### src/rtl/llr_feeder.sv
// llr_feeder: scales and saturates raw channel LLRs, buffers one frame and
// streams it to the decoder as a right-aligned first chunk followed by full chunks.
module llr_feeder #(
    parameter int WIDTH_RAW   = 12,
    parameter int WIDTH_IN    = 8,
    parameter int N_LLRS      = 4,
    parameter int N_V         = 31,
    parameter int SCALE_SHIFT = 2
) (
    input  logic                         clk,
    input  logic                         rst,
    input  logic signed [WIDTH_RAW-1:0]  llr_in,
    input  logic                         llr_valid,
    input  logic                         llr_sof,
    output logic                         llr_ready,
    output logic [N_LLRS*WIDTH_IN-1:0]   dec_data,
    output logic                         dec_first,
    output logic                         dec_valid,
    input  logic                         dec_busy,
    output logic                         frame_err
);
    localparam int NCH = (N_V - 1) / N_LLRS + 1;
    localparam int CHW = N_LLRS * WIDTH_IN;
    localparam int PW  = NCH * CHW;
    localparam int IW  = N_V > 1 ? $clog2(N_V) : 1;
    localparam int CW  = NCH > 1 ? $clog2(NCH) : 1;
    localparam logic signed [WIDTH_RAW-1:0] MAXV = WIDTH_RAW'(2 ** (WIDTH_IN - 1) - 1);
    localparam logic signed [WIDTH_RAW-1:0] MINV = -MAXV;

    typedef enum logic [1:0] {IDLE, FILL, SEND_F, SEND} state_t;

    state_t                  state_q, state_d;
    logic [IW-1:0]           idx_q, idx_d;
    logic [CW-1:0]           c_q, c_d;
    logic [N_V*WIDTH_IN-1:0] frame_q, frame_d;
    logic                    err_q, err_d, ready_q, ready_d, valid_q, valid_d, first_q, first_d;
    logic [CHW-1:0]          data_q, data_d;
    logic signed [WIDTH_RAW-1:0] sh;
    logic [WIDTH_IN-1:0]     sat;
    logic [PW-1:0]           padded;
    logic [IW-1:0]           widx;
    logic [CW-1:0]           sel;
    logic                    xfer, we;

    // LLR 0 sits at the top of frame_q; zero-extending pads the first chunk on the left
    always_comb begin
        sh = llr_in >>> SCALE_SHIFT;
        sat = sh > MAXV ? MAXV[WIDTH_IN-1:0] : sh < MINV ? MINV[WIDTH_IN-1:0] : sh[WIDTH_IN-1:0];
        xfer = llr_valid && ready_q;
        state_d = state_q;
        idx_d = idx_q;
        c_d = c_q;
        frame_d = frame_q;
        err_d = 1'b0;
        we = 1'b0;
        widx = llr_sof ? '0 : idx_q;
        unique case (state_q)
            IDLE: if (xfer) begin
                we = llr_sof;
                err_d = !llr_sof;
                if (llr_sof) begin
                    idx_d = N_V == 1 ? '0 : IW'(1);
                    state_d = N_V == 1 ? SEND_F : FILL;
                end
            end
            FILL: if (xfer) begin
                we = 1'b1;
                err_d = llr_sof;
                idx_d = llr_sof ? IW'(1) : idx_q + IW'(1);
                if (!llr_sof && idx_q == IW'(N_V - 1)) begin
                    idx_d = '0;
                    state_d = SEND_F;
                end
            end
            SEND_F: if (!dec_busy) begin
                state_d = NCH == 1 ? IDLE : SEND;
                c_d = CW'(NCH > 1);
            end
            SEND: begin
                state_d = c_q == CW'(NCH - 1) ? IDLE : SEND;
                c_d = c_q == CW'(NCH - 1) ? '0 : c_q + CW'(1);
            end
            default: ;
        endcase
        for (int i = 0; i < N_V; i++)
            if (we && widx == IW'(i)) frame_d[(N_V-1-i)*WIDTH_IN +: WIDTH_IN] = sat;
        padded = PW'(frame_d);
        ready_d = state_d == IDLE || state_d == FILL;
        valid_d = !ready_d;
        first_d = state_d == SEND_F;
        sel = state_d == SEND ? c_d : '0;
        data_d = '0;
        for (int i = 0; i < NCH; i++)
            if (valid_d && sel == CW'(i)) data_d = padded[(NCH-1-i)*CHW +: CHW];
    end

    always_ff @(posedge clk) begin
        if (rst) begin
            state_q <= IDLE;
            idx_q   <= '0;
            c_q     <= '0;
            frame_q <= '0;
            err_q   <= 1'b0;
            ready_q <= 1'b1;
            valid_q <= 1'b0;
            first_q <= 1'b0;
            data_q  <= '0;
        end else begin
            state_q <= state_d;
            idx_q   <= idx_d;
            c_q     <= c_d;
            frame_q <= frame_d;
            err_q   <= err_d;
            ready_q <= ready_d;
            valid_q <= valid_d;
            first_q <= first_d;
            data_q  <= data_d;
        end
    end

    assign llr_ready = ready_q;
    assign dec_valid = valid_q;
    assign dec_first = first_q;
    assign dec_data  = data_q;
    assign frame_err = err_q;
endmodule
### config.mk
export PLATFORM = sky130hd
export DESIGN_NAME = llr_feeder
export DESIGN_NICKNAME = d
export VERILOG_FILES = /design/src/rtl/llr_feeder.sv
export SDC_FILE = /design/constraint.sdc
export NUM_CORES = 1
export LEC_CHECK = 0
export BUFFER_PORTS_ARGS = -buffer_cell sky130_fd_sc_hd__buf_2
export CAP_MARGIN = 20
export CORE_MARGIN = 4
export CORE_UTILIZATION = 35
export DETAILED_ROUTE_END_ITERATION = 16
export PLACE_DENSITY = 0.55
export SLEW_MARGIN = 20
export SYNTH_ARGS = -nofsm -noshare
export SYNTH_HDL_FRONTEND = slang
export SYNTH_SLANG_ARGS = --single-unit
### constraint.sdc
create_clock -name clk -period 7.05 [get_ports clk]
set_input_delay 0 -clock clk [delete_from_list [all_inputs] [get_ports clk]]
set_output_delay 0 -clock clk [all_outputs]
set_load 0.01 [all_outputs]
# After elaboration in Yosys (flattened, before gate mapping)
# Index checks and enable logic that the tools add are counted.
# W data, S select, Z words.
# op_classes
n_addsub,2
n_mul,0
div_mod_pow,0
n_lt_le_gt_ge,2
eq_ne,48
shifts,0
mux,64
bitwise_logic,0
reduce_logical,50
# op_table
operator,count
$mux W8,33
$mux W32,7
$eq A5 B5 Y1 const B,16
$logic_and A1 B1 Y1,41
$eq A5 B4 Y1 const B,8
$mux W5,6
$mux W24,1
$eq A5 B3 Y1 const B,4
$eq A3 B3 Y1 const B,5
$mux W2,6
$eq A5 B2 Y1 const B,2
$gt A10 B8 Y1 const B,1
$lt A10 B8 Y1 const B,1
$pmux W5 S2,1
$mux W3,3
$eq A2 B2 Y1 const B,4
$pmux W2 S4,1
$eq A3 B2 Y1 const B,2
$ne A2 B2 Y1 const B,3
$pmux W3 S2,1
$add A5 B1 Y5 const B,1
$eq A5 B1 Y1 const B,1
$logic_not A5 Y1,1
$eq A2 B1 Y1 const B,2
10 further kinds,15
# totals
reg_bits,294
latchBits,0
ramBits,0
rom_bits,0
input_bits,17
output_inout_bits,36
wordCells,175
mem_count,0

# Depth between registers and ports, before layout
# depth
ltp_word,17
depth_mapped,11
ltp_nobuf,9

# Worst setup path after synthesis
# Ideal clock, no wire load.
# synth_timing
path_kind,register -> register
start,register c_q[0]
end,register data_q[22] (netlist: dec_data[22])
t_arrival_ns,2.277
required_time_ns,6.993
setup_slack_ns,4.716
stages_incl_launch_ff,11
n_path_buf,1
path_cell_list,dfxtp_1 > ha_1 > ha_1 > and4bb_2 > nand2_1 > or3_1 > clkbuf_1 > o22ai_1 > nor2_1 > a221oi_1 > a21o_1
# synth_between
elab_chain_cells,15
word_cells_on_any_way,37
classes_between,1 x add/sub; 10 x eq/ne; 14 x mux; 12 x reduce/logical
# synth_lines
item,line_no,rtl
"start, declared",34,"logic [CW-1:0] c_q, c_d;"
"start signal, assigned",101,c_q <= '0;
"start signal, assigned",111,c_q <= c_d;
$eq A3 B3 Y1,"80, 81",
$mux W2,80,state_d = c_q == CW'(NCH - 1) ? IDLE : SEND;
$pmux W2 S4,57,unique case (state_q)
"$eq A2 B2 Y1, or another cell as far along",91,sel = state_d == SEND ? c_d : '0;
$mux W3 or $logic_or A1 B1 Y1 (tied branches),"91, 88",
$logic_not A3 Y1 or $logic_not A1 Y1 (tied branches),"94, 89",
$logic_and A1 B1 Y1,94,if (valid_d && sel == CW'(i)) data_d = padded[(NCH-1-i)*CHW +: CHW];
$mux W24,94,
$mux W32 (6 in series),94,
$mux W32 *,94,
"end signal, assigned",117,data_q <= data_d;
"end, declared",37,"logic [CHW-1:0] data_q, data_d;"
# Mark *: on every way between the ends. The rest lies on a longest branch, timed or not.
# A chain may end at the register's enable or synchronous reset.

# Worst setup path in the final report
# layout_timing
start,register c_q[0]
end,register data_q[20] (netlist: dec_data[20])
# Same word-level chain as after synthesis.

==> out/qor.csv <==
stage;metric;value;unit
status;status;finished clean;
logic_synthesis;synth_top_cells_by_area;dfxtp_1 (48%), nor2_1 (13%), a21oi_1 (7.0%);
drt;drtIter0Drc;850;
global_route;first_global_vias;9808;
logic_synthesis;syn-num-nets;1505;
global_route;antenna_found_initial;0;
logic_synthesis;synth.distinct_cells;69;
cts;htree_num_levels;1;
logic_synthesis;synth.top_cell.area_share;47.8;%
power;leakagePower;5.46;nW
drt;ant_nets;0;
placed_design;hpwlAfterDp;23100;µm
worst_setup_path;worstPathRequired;7.53;ns
sta;timing.slew.headroom;25.9;%
global_route;grt_max_degree;72;
worst_setup_path;crit_slowest_cell;nand3_1;
cts;clkSinkCount;294;
worst_setup_path;start_kind;register;
sta;rsz0062_at_grt;no;
logic_synthesis;netlist_instances;1484;
drt;via_per_inst;5.36;
global_route;overflow;0;
worst_setup_path;critPathMaxStageDelay;0.83;ns
worst_setup_path;crit_arrival;4.33;ns
logic_synthesis;avgSynthCellArea;8.30;µm²
cts;clkTransAtPathRegs;0.06;ns
sta;tns;0;ns
worst_setup_path;crit_path_end_kind;register;
power;vdd_drop_max;0.000173;V
worst_setup_path;path_common_cell;ha_1;
sta;post-route-period-util;54.6;%
logic_synthesis;async_flop_share;0;%
global_route;grt_usage;19.1;%
floorplanning;num_io_pins;53;
cts;cts_setup_buffers;0;
floorplanning;coreArea;0.0346;mm²
logic_synthesis;synth_seq_cells;294;
sta;drv_slew;0;
logic_synthesis;seq_area_frac_synth;47.8;%
final_layout;area_delta_synth_final;13.0;%
worst_setup_path;path_cells;ha_1 -> ha_1 -> nor4b_1 -> o21a_1 -> nand3_1 -> buf_4 -> o22ai_1 -> o21ai_0 -> a221oi_1 -> a21o_1;
floorplanning;die_h;196;µm
logic_synthesis;yosys_warnings;0;
worst_hold_path;hp-class;in -> reg;
drt;wl_per_cell;19.1;µm
floorplanning;die_x;196;µm
drt;wl;37400;µm
sta;finalHoldViolations;0;
logic_synthesis;synth_edf_count;0;
final_layout;drive_gt1_share;11.6;%
floorplanning;dieArea;0.0383;mm²
logic_synthesis;yosys.area.top_type;dfxtp_1;
drt;drc;0;
cts;cts_resized;0;
cts;cts_buffer_depth;3;
sta;setup_viol;0;
worst_setup_path;crit_type;reg -> reg;
global_route;grt_pass1_wl;58100;µm
drt;via_count;10496;
placed_design;routabilityCongestion;0.833;
logic_synthesis;syn-cell-area;0.0123;mm²
sta;tightest_slew;1.11;ns
floorplanning;start_util;35.6;%
final_layout;nNetsFinal;1499;
final_layout;antennaDiodeCount;0;
cts;cts-root-buf;clkbuf_16;
logic_synthesis;synth_top_flop_cell;dfxtp_1;
floorplanning;fp-row-count;68;
final_layout;fin_util;40.2;%
placed_design;io_buffers;50;
cts;cts_tree;yes;
cts;hold_buffers;4;
cts;clk_latency;0.57;ns
worst_setup_path;worstPathMaxFanout;16;
power;power.density;247;mW/mm²
sta;fmax;260;MHz
drt;firstDrtPassIters;5;
sta;fin_skew;0.0192;ns
cts;cts_buffers;31;
run;cap_violations;0;
sta;period_minus_slack;3.85;ns
==> cell families (layout without fill, tap and decap cells) <==
logic type      count (synthesis)  count (layout)  synth area share, %
flops                         294             294                 47.8
xor+xnor                        2               2                0.142
compound gates                376             376                 18.4
simple gates                  603             603                 22.2
mux                            79              79                 6.42
fa+ha+maj                       4               4                0.406
buf+inv                       126             145                 4.65
==> cells in the mapped netlist (all sizes together), types with 3 or more instances <==
master / n
nor2: 423
dfxtp: 294
a21oi: 174
mux2i: 79
o21ai: 64
clkbuf: 62
buf: 59
o22ai: 53
nand2: 41
nor3: 32
nor2b: 27
nand3: 18
nand4: 13
o221ai: 13
a2bb2oi: 12
nor4: 11
a211oi: 8
a221oi: 7
a21bo: 6
a22oi: 6
and2: 6
a21o: 5
inv: 5
nor3b: 5
a221o: 4
ha: 4
nor4b: 4
o21bai: 4
or3: 4
a31oi: 3
and4bb: 3
o211ai: 3
o2bb2ai: 3
or2: 3
==> worst max-delay path: cells and delay by family (launching register included) <==
kind            cells  cell delay [ns]
buf+inv             1             0.55
simple gates        2             1.15
compound gates      5             1.15
flops               1             0.39
fa+ha+maj           2             0.52
==> placed cells by master (no fill, tap or decap), types with 17 or more instances in the layout <==
cell type,n
o22ai_1,53
buf_2,49
nor2b_1,26
mux2i_1,79
buf_4,27
clkbuf_16,31
nand3_1,17
dfxtp_1,294
a21oi_1,173
nor2_1,421
o21ai_0,58
nor3_1,30
nand2_1,39
==> per-layer routing <==
| layer | track usage [%] | part of all wire (%) | up-vias |
|---|---|---|---|
| li1 | - | - | 5116 |
| met1 | 26.1 | 46 | 5061 |
| met2 | 31.7 | 47 | 257 |
| met3 | 2.78 | 4.8 | 62 |
| met4 | 4.84 | 2.4 | 0 |
| met5 | 0 | 0 | - |
==> worst paths after layout <==
check	from	to	slack, ns	depth (start not counted)
max	c_q[0]$_SDFF_PP0_	dec_data[20]$_SDFF_PP0_	3.20	10
min reg2reg	frame_q[230]$_SDFF_PP0_	frame_q[230]$_SDFF_PP0_	0.47	2
max reg2reg	c_q[0]$_SDFF_PP0_	dec_data[20]$_SDFF_PP0_	3.20	10
min	llr_sof	idx_q[0]$_SDFFE_PP0P_	0.08	3
==> sequential cells by signal (all words and copies together) (netlist names) <==
register,count
dec_first,1
dec_data,32
llr_ready,1
c_q,3
state_q,2
frame_err,1
idx_q,5
dec_valid,1
frame_q,248
==> report_power, final <==
part	leakage [nW]	switching [mW]	internal (mW)
clock	0.503	0.677	0.943
sequential	2.37	0.00561	1.67
combinational	2.59	0.114	0.0363
total	5.46	0.797	2.65
==> stage by stage <==
| stage | cell area (µm²) | setup slack, ns | total power [mW] | cells | hold slack [ns] |
|---|---|---|---|---|---|
| 3_5_place_dp | 12800 | 3.21 | 1.85 | 1895 | 0.375 |
| 3_3_place_gp | 12800 | 3.25 | 1.85 | 1894 | 0.371 |
| 2_1_floorplan | 12300 | 4.72 | 1.80 | 1484 | 0.201 |
| 6_report | 13900 | 3.20 | 3.44 | 1958 | 0.0769 |
| 5_1_grt | 13900 | 2.97 | 3.56 | 1958 | 0.114 |
| 4_1_cts | 13900 | 3.20 | 3.47 | 1957 | 0.0513 |
==> final cells by class <==
type                    count  area [µm²]
well taps                 455         569
fillers                  3506       20700
multi-input cells        1064        5910
flip-flops and latches    294        5890
inverters                   5        18.8
repair buffers             82         517
clock buffers              42         877
clock inverters            16         141
(Power assumes the default switching activity.)
